File: config.mk
export PLATFORM = sky130hd
export DESIGN_NAME = shape_processor_sfr_scheduler
export DESIGN_NICKNAME = d
export VERILOG_FILES = /design/src/rtl/shape_processor_sched_pkg.sv /design/src/rtl/shape_processor_rr_arbiter.sv /design/src/rtl/shape_processor_sfr_scheduler.sv
export SDC_FILE = /design/constraint.sdc
export NUM_CORES = 1
export LEC_CHECK = 0
export BUFFER_PORTS_ARGS = -buffer_cell sky130_fd_sc_hd__buf_2
export CAP_MARGIN = 40
export CORE_ASPECT_RATIO = 1.2
export CORE_UTILIZATION = 30
export CTS_BUF_LIST = sky130_fd_sc_hd__clkbuf_4 sky130_fd_sc_hd__clkbuf_8 sky130_fd_sc_hd__clkbuf_16
export DETAILED_ROUTE_END_ITERATION = 8
export PLACE_DENSITY = 0.62
export SKIP_LAST_GASP = 1
export SLEW_MARGIN = 10
export SYNTH_ARGS = -nofsm -noshare
export SYNTH_HDL_FRONTEND = slang
export SYNTH_SLANG_ARGS = --single-unit
File: constraint.sdc
create_clock -name clk -period 4 [get_ports clk]
set_input_delay 0.6 -clock clk [delete_from_list [all_inputs] [get_ports clk]]
set_output_delay 0.6 -clock clk [all_outputs]
set_load 0.01 [all_outputs]
File: src/rtl/shape_processor_sched_pkg.sv
// Shared types for the shape processor SFR scheduler: FSM states, requester index
// and the control-word type carried unchanged to the processor.
package shape_processor_sched_pkg;

    localparam int MAX_REQ = 8;

    typedef logic [2:0] req_idx_t;

    // Same layout as the processor model's ctrl_sfr_reg; the scheduler treats it as opaque.
    typedef logic [31:0] ctrl_sfr_reg;

    typedef enum logic [2:0] {
        IDLE,
        WRITE,
        READ,
        CAPTURE,
        CHECK,
        RESP
    } sched_state_e;

endpackage

File: src/rtl/shape_processor_rr_arbiter.sv
// Round-robin pick: first set request at or after ptr, searching upward with wrap.
module shape_processor_rr_arbiter
    import shape_processor_sched_pkg::*;
#(
    parameter int NUM_REQ = 4
) (
    input  logic [NUM_REQ-1:0] req,
    input  req_idx_t           ptr,
    output logic [NUM_REQ-1:0] win,
    output req_idx_t           win_idx
);

    logic found;

    always_comb begin
        win     = '0;
        win_idx = '0;
        found   = 1'b0;
        for (int i = 0; i < NUM_REQ; i++) begin
            if (!found && req[(int'(ptr) + i) % NUM_REQ]) begin
                win[(int'(ptr) + i) % NUM_REQ] = 1'b1;
                win_idx = req_idx_t'((int'(ptr) + i) % NUM_REQ);
                found   = 1'b1;
            end
        end
    end

endmodule

File: src/rtl/shape_processor_sfr_scheduler.sv
// Arbitrates NUM_REQ requesters onto the shape processor's single control-SFR bus.
// SHAPE_PROCESSOR_SCHED_READBACK_EN adds a read-back of the SFR after each write.
module shape_processor_sfr_scheduler
    import shape_processor_sched_pkg::*;
#(
    parameter int NUM_REQ = 4
) (
    input  logic                    clk,
    input  logic                    rst,
    input  logic [NUM_REQ-1:0]      req,
    input  logic [NUM_REQ-1:0][31:0] req_data,
    output logic [NUM_REQ-1:0]      gnt,
    output logic [NUM_REQ-1:0]      done,
    output logic                    resp_err,
    output logic [31:0]             resp_data,
    output logic                    busy,
    output logic                    write,
    output logic [31:0]             write_data,
    output logic                    read,
    input  logic [31:0]             read_data,
    input  logic                    error
);

    sched_state_e       state_q, state_d;
    req_idx_t           ptr_q, ptr_d, owner_q, owner_d, win_idx;
    logic [NUM_REQ-1:0] win, owner_oh_q, owner_oh_d;
    ctrl_sfr_reg        word_q, word_d, win_word;
    logic               err_q, err_d;

    shape_processor_rr_arbiter #(.NUM_REQ(NUM_REQ)) u_arb (
        .req     (req),
        .ptr     (ptr_q),
        .win     (win),
        .win_idx (win_idx)
    );

    always_comb begin
        win_word = '0;
        for (int i = 0; i < NUM_REQ; i++)
            if (win[i]) win_word = req_data[i];
    end

`ifdef SHAPE_PROCESSOR_SCHED_READBACK_EN
    logic [31:0] data_q, data_d;

    always_ff @(posedge clk) begin
        if (rst) data_q <= '0;
        else     data_q <= data_d;
    end
`else
    logic unused_read_data;
    assign unused_read_data = ^read_data;
`endif

    assign busy = (state_q != IDLE);

    always_comb begin
        state_d    = state_q;
        ptr_d      = ptr_q;
        owner_d    = owner_q;
        owner_oh_d = owner_oh_q;
        word_d     = word_q;
        err_d      = err_q;
`ifdef SHAPE_PROCESSOR_SCHED_READBACK_EN
        data_d     = data_q;
`endif
        gnt        = '0;
        done       = '0;
        resp_err   = 1'b0;
        resp_data  = '0;
        write      = 1'b0;
        write_data = '0;
        read       = 1'b0;
        case (state_q)
            IDLE: begin
                if (|req) begin
                    owner_d    = win_idx;
                    owner_oh_d = win;
                    word_d     = win_word;
                    state_d    = WRITE;
                end
            end
            WRITE: begin
                write      = 1'b1;
                write_data = word_q;
                gnt        = owner_oh_q;
`ifdef SHAPE_PROCESSOR_SCHED_READBACK_EN
                state_d    = READ;
`else
                state_d    = CHECK;
`endif
            end
`ifdef SHAPE_PROCESSOR_SCHED_READBACK_EN
            // error answers the write, read_data the read, one cycle apart.
            READ: begin
                read    = 1'b1;
                err_d   = error;
                state_d = CAPTURE;
            end
            CAPTURE: begin
                data_d  = read_data;
                state_d = RESP;
            end
`else
            CHECK: begin
                err_d   = error;
                state_d = RESP;
            end
`endif
            RESP: begin
                done     = owner_oh_q;
                resp_err = err_q;
`ifdef SHAPE_PROCESSOR_SCHED_READBACK_EN
                resp_data = data_q;
`endif
                ptr_d   = (owner_q == req_idx_t'(NUM_REQ - 1)) ? '0 : owner_q + 3'd1;
                state_d = IDLE;
            end
            default: state_d = IDLE;
        endcase
    end

    always_ff @(posedge clk) begin
        if (rst) begin
            state_q    <= IDLE;
            ptr_q      <= '0;
            owner_q    <= '0;
            owner_oh_q <= '0;
            word_q     <= '0;
            err_q      <= 1'b0;
        end else begin
            state_q    <= state_d;
            ptr_q      <= ptr_d;
            owner_q    <= owner_d;
            owner_oh_q <= owner_oh_d;
            word_q     <= word_d;
            err_q      <= err_d;
        end
    end

endmodule

==> impl_metrics.py <==
metrics = {
    "pwr": {
        "p_int_mw": 1.71,
        "ir_drop_mv": 0.285,
        "total_power_mw": 3.16,
        "comb_power_share_pct": 61.2,
        "power_switching_share_pct": 45.9,
        "power_frac_seq_pct": 24.0,
        "power_switching_mw": 1.45,
        "leakage_nw": 2.20,
        "clock_power_share_pct": 14.9,
        "p_per_area_nw_per_um2": 654,
    },
    "min_path": {
        "min-delay-path-class": "reg -> reg",
        "min_delay_path_depth": 2,
        "holdPathEnd": "err_q",
        "min-delay-start": "err_q",
    },
    "synth": {
        "yosysTopAreaCell": "dfxtp_1",
        "synth-compound-area-share_pct": 33.0,
        "synthTopCellsByArea": "dfxtp_1, nor2_1, a211oi_2",
        "yosys.area_share.simple_pct": 22.7,
        "synth_top_area_share_pct": 22.6,
        "synth_top_family_by_area": "compound AO/OA/AOI/OAI gates",
        "synth_cell_types": 44,
        "synthesis.instances": 456,
        "synth_common_cells": "nor2_1, and2_1, dfxtp_1",
        "synth_warnings": 0,
        "syn_area_um2": 3810,
        "synth_most_common_cell": "nor2_1",
        "synth-edff-count": 0,
        "ys_ff_latch": 43,
        "ys.flop_type": "dfxtp_1",
        "syn_avg_cell_area_um2": 8.36,
        "synth-async-reset-ratio_pct": 0,
        "synthMuxAreaShare_pct": 3.94,
        "ys_seq_area_share_pct": 22.6,
        "synth-xor-area-share_pct": 0,
        "synth_adder_area_share_pct": 4.27,
    },
    "setup_path": {
        "r2r_end": "word_q[0]",
        "crit_type": "reg -> reg",
        "worstReg2RegStart": "ptr_q[1]",
        "endpoint_kind": "flip-flop",
        "cp_slowest_stage_delay_ns": 0.57,
        "crit_path_max_fanout": 32,
        "critPathRequiredTime_ns": 4.14,
        "r2r_slack_ns": 0.77,
        "critPathSlowestCell": "dfxtp_1",
        "crit_arrival_ns": 3.37,
        "path_cells": "inv_1 > ha_1 > mux4_2 > nor2b_4 > a22oi_1 > and2_2 > and3_4 > a211oi_1",
        "r2r_cells": 8,
        "startpoint_type": "flip-flop",
    },
    "final_layout": {
        "multiInputGateArea_um2": 2570,
        "fill_cells": 1253,
        "seq_area_um2": 861,
        "nets": 790,
        "fin_area_um2": 4840,
        "post-route-util_pct": 39.6,
        "drive_gt1_share_pct": 44.1,
        "stdcell_count": 771,
        "n_antenna_cell": 0,
        "area_growth_pct": 26.9,
    },
    "placement": {
        "hpwl_mm": 8.40,
        "dp.cells": 764,
        "gp_congestion": 0.818,
        "portBuffers": 177,
        "placed_area_um2": 4670,
        "pre_cts_ws_ns": 0.763,
    },
    "clock_tree": {
        "post_cts_resized": 0,
        "holdBufCountCts": 0,
        "numCtsBuffers": 5,
        "cts_buffer_depth": 2,
        "htreeDepth": 2,
        "cts_setup_buffers": 0,
        "clkSlewWorstSetupHoldPaths_ns": 0.06,
        "clkSinkCount": 43,
        "clockRootBuffer": "clkbuf_16",
        "clock_insertion_delay_worst_skew_ns": 0.29,
        "cts_tree": "yes",
    },
    "sta": {
        "worst_slew_pin_slew_ns": 0.768,
        "holdWs_ns": 0.490,
        "tns_ns": 0,
        "max_freq_ghz": 0.309,
        "hold_viol": 0,
        "slew_headroom_pct": 48.7,
        "rsz0062_at_grt": "false",
        "period_needed_ns": 3.23,
        "fin_crit_sh_pct": 80.8,
        "skew_ns": 0.00971,
        "drv_slew": 0,
        "finalSetupViolCount": 0,
        "layout_setup_ws_ns": 0.768,
    },
    "grt": {
        "grt_overflow": 0,
        "grt_usage_pct": 17.1,
        "grt-busiest-layer": "met2",
        "grtUsageMet1_pct": 20.8,
        "antenna_found_initial": 0,
        "grt_pass1_wl_mm": 18.2,
        "grt.met2_usage_pct": 31.6,
        "use_met3_pct": 2.55,
        "grt_pass1_vias": 3666,
        "grt_start_max_net_pins": 34,
    },
    "routing": {
        "via_per_inst": 4.87,
        "drt_first_iter_violations": 176,
        "wl_per_cell_um": 14.8,
        "firstDrtPassIters": 6,
        "drt_wl_total_mm": 11.4,
        "num_vias": 3754,
        "drc": 0,
        "final_antenna_net_count": 0,
    },
    "floorplan": {
        "fp-row-count": 44,
        "die_width_um": 105,
        "pin_count": 243,
        "initial_utilization_pct": 31.2,
        "core_area_um2": 12200,
        "die_h_um": 125,
        "dieArea_um2": 13200,
    },
    "flow_run": {
        "maxCapViolCount": 0,
    },
    "run_status": {
        "status": "finished, final reports clean",
    },
}
## sequential cells by signal, indices dropped and copies added (netlist names)
| name | cells |
|---|---|
| word_q | 32 |
| owner_oh_q | 4 |
| owner_q | 2 |
| ptr_q | 2 |
| state_q | 2 |
| err_q | 1 |
## placed cells by master (no fill, tap or decap), drive strengths merged, types with 3 or more instances in the layout
cell | netlist | layout
clkbuf | 25 | 6
nor2 | 111 | 111
a22oi | 33 | 33
nand2b | 6 | 6
inv | 7 | 7
ha | 13 | 13
and2 | 44 | 44
buf | 48 | 188
nand2 | 12 | 12
dfxtp | 43 | 43
a211oi | 35 | 35
mux4 | 4 | 4
conb | 1 | 33
nor3 | 3 | 3
mux2i | 6 | 6
o31ai | 32 | 32
o211ai | 5 | 5
o21ai | 5 | 5
o22ai | 3 | 3
## logic make-up (layout without fill, tap and decap cells)
logic type / Yosys count / after routing
buf+inv: 80 / 202
flops: 43 / 43
mux: 10 / 10
compound gates: 125 / 125
other cells: 1 / 33
simple gates: 184 / 184
fa+ha+maj: 13 / 13
## final cells by class
type	count	share of cell area [%]
clock buffers	6	2.74
clock inverters	1	0.621
inverters	7	0.543
multi-input cells	365	53.2
flip-flops and latches	43	17.8
well taps	161	4.17
repair buffers	188	21.0
## power groups by stage
stage          registers, mW  clock network, mW  logic [mW]
2_1_floorplan          0.730                  0        1.52
3_3_place_gp           0.754                  0        1.88
3_5_place_dp           0.764                  0        1.96
4_1_cts                0.755              0.492        1.96
5_1_grt                0.780              0.500        2.14
6_report               0.757              0.471        1.93
## how the worst max path moves through the flow
stage	from	endpoint	slack [ns]	cells after the start
6_report	ptr_q[1]	word_q[0]	0.77	8
5_1_grt	ptr_q[1]	word_q[0]	0.55	8
4_1_cts	ptr_q[1]	word_q[0]	0.73	8
3_5_place_dp	ptr_q[1]	word_q[0]	0.76	8
3_3_place_gp	ptr_q[1]	word_q[30]	0.81	8
2_1_floorplan	ptr_q[0]	word_q[10]	0.80	13
## layer usage
layer / part of all wire [%] / vias up
met2: 52 / 137
met5: 0 / -
met3: 5.0 / 6
li1: - / 1852
met1: 43 / 1759
met4: 0.60 / 0
## critical path: cells and delay by family (launching register included)
| kind | cells | cell delay (ns) |
|---|---|---|
| simple gates | 3 | 0.92 |
| flops | 1 | 0.57 |
| fa+ha+maj | 1 | 0.52 |
| compound gates | 2 | 0.44 |
| mux | 1 | 0.40 |
| buf+inv | 1 | 0.18 |
Power figures use the tool's default switching activity.
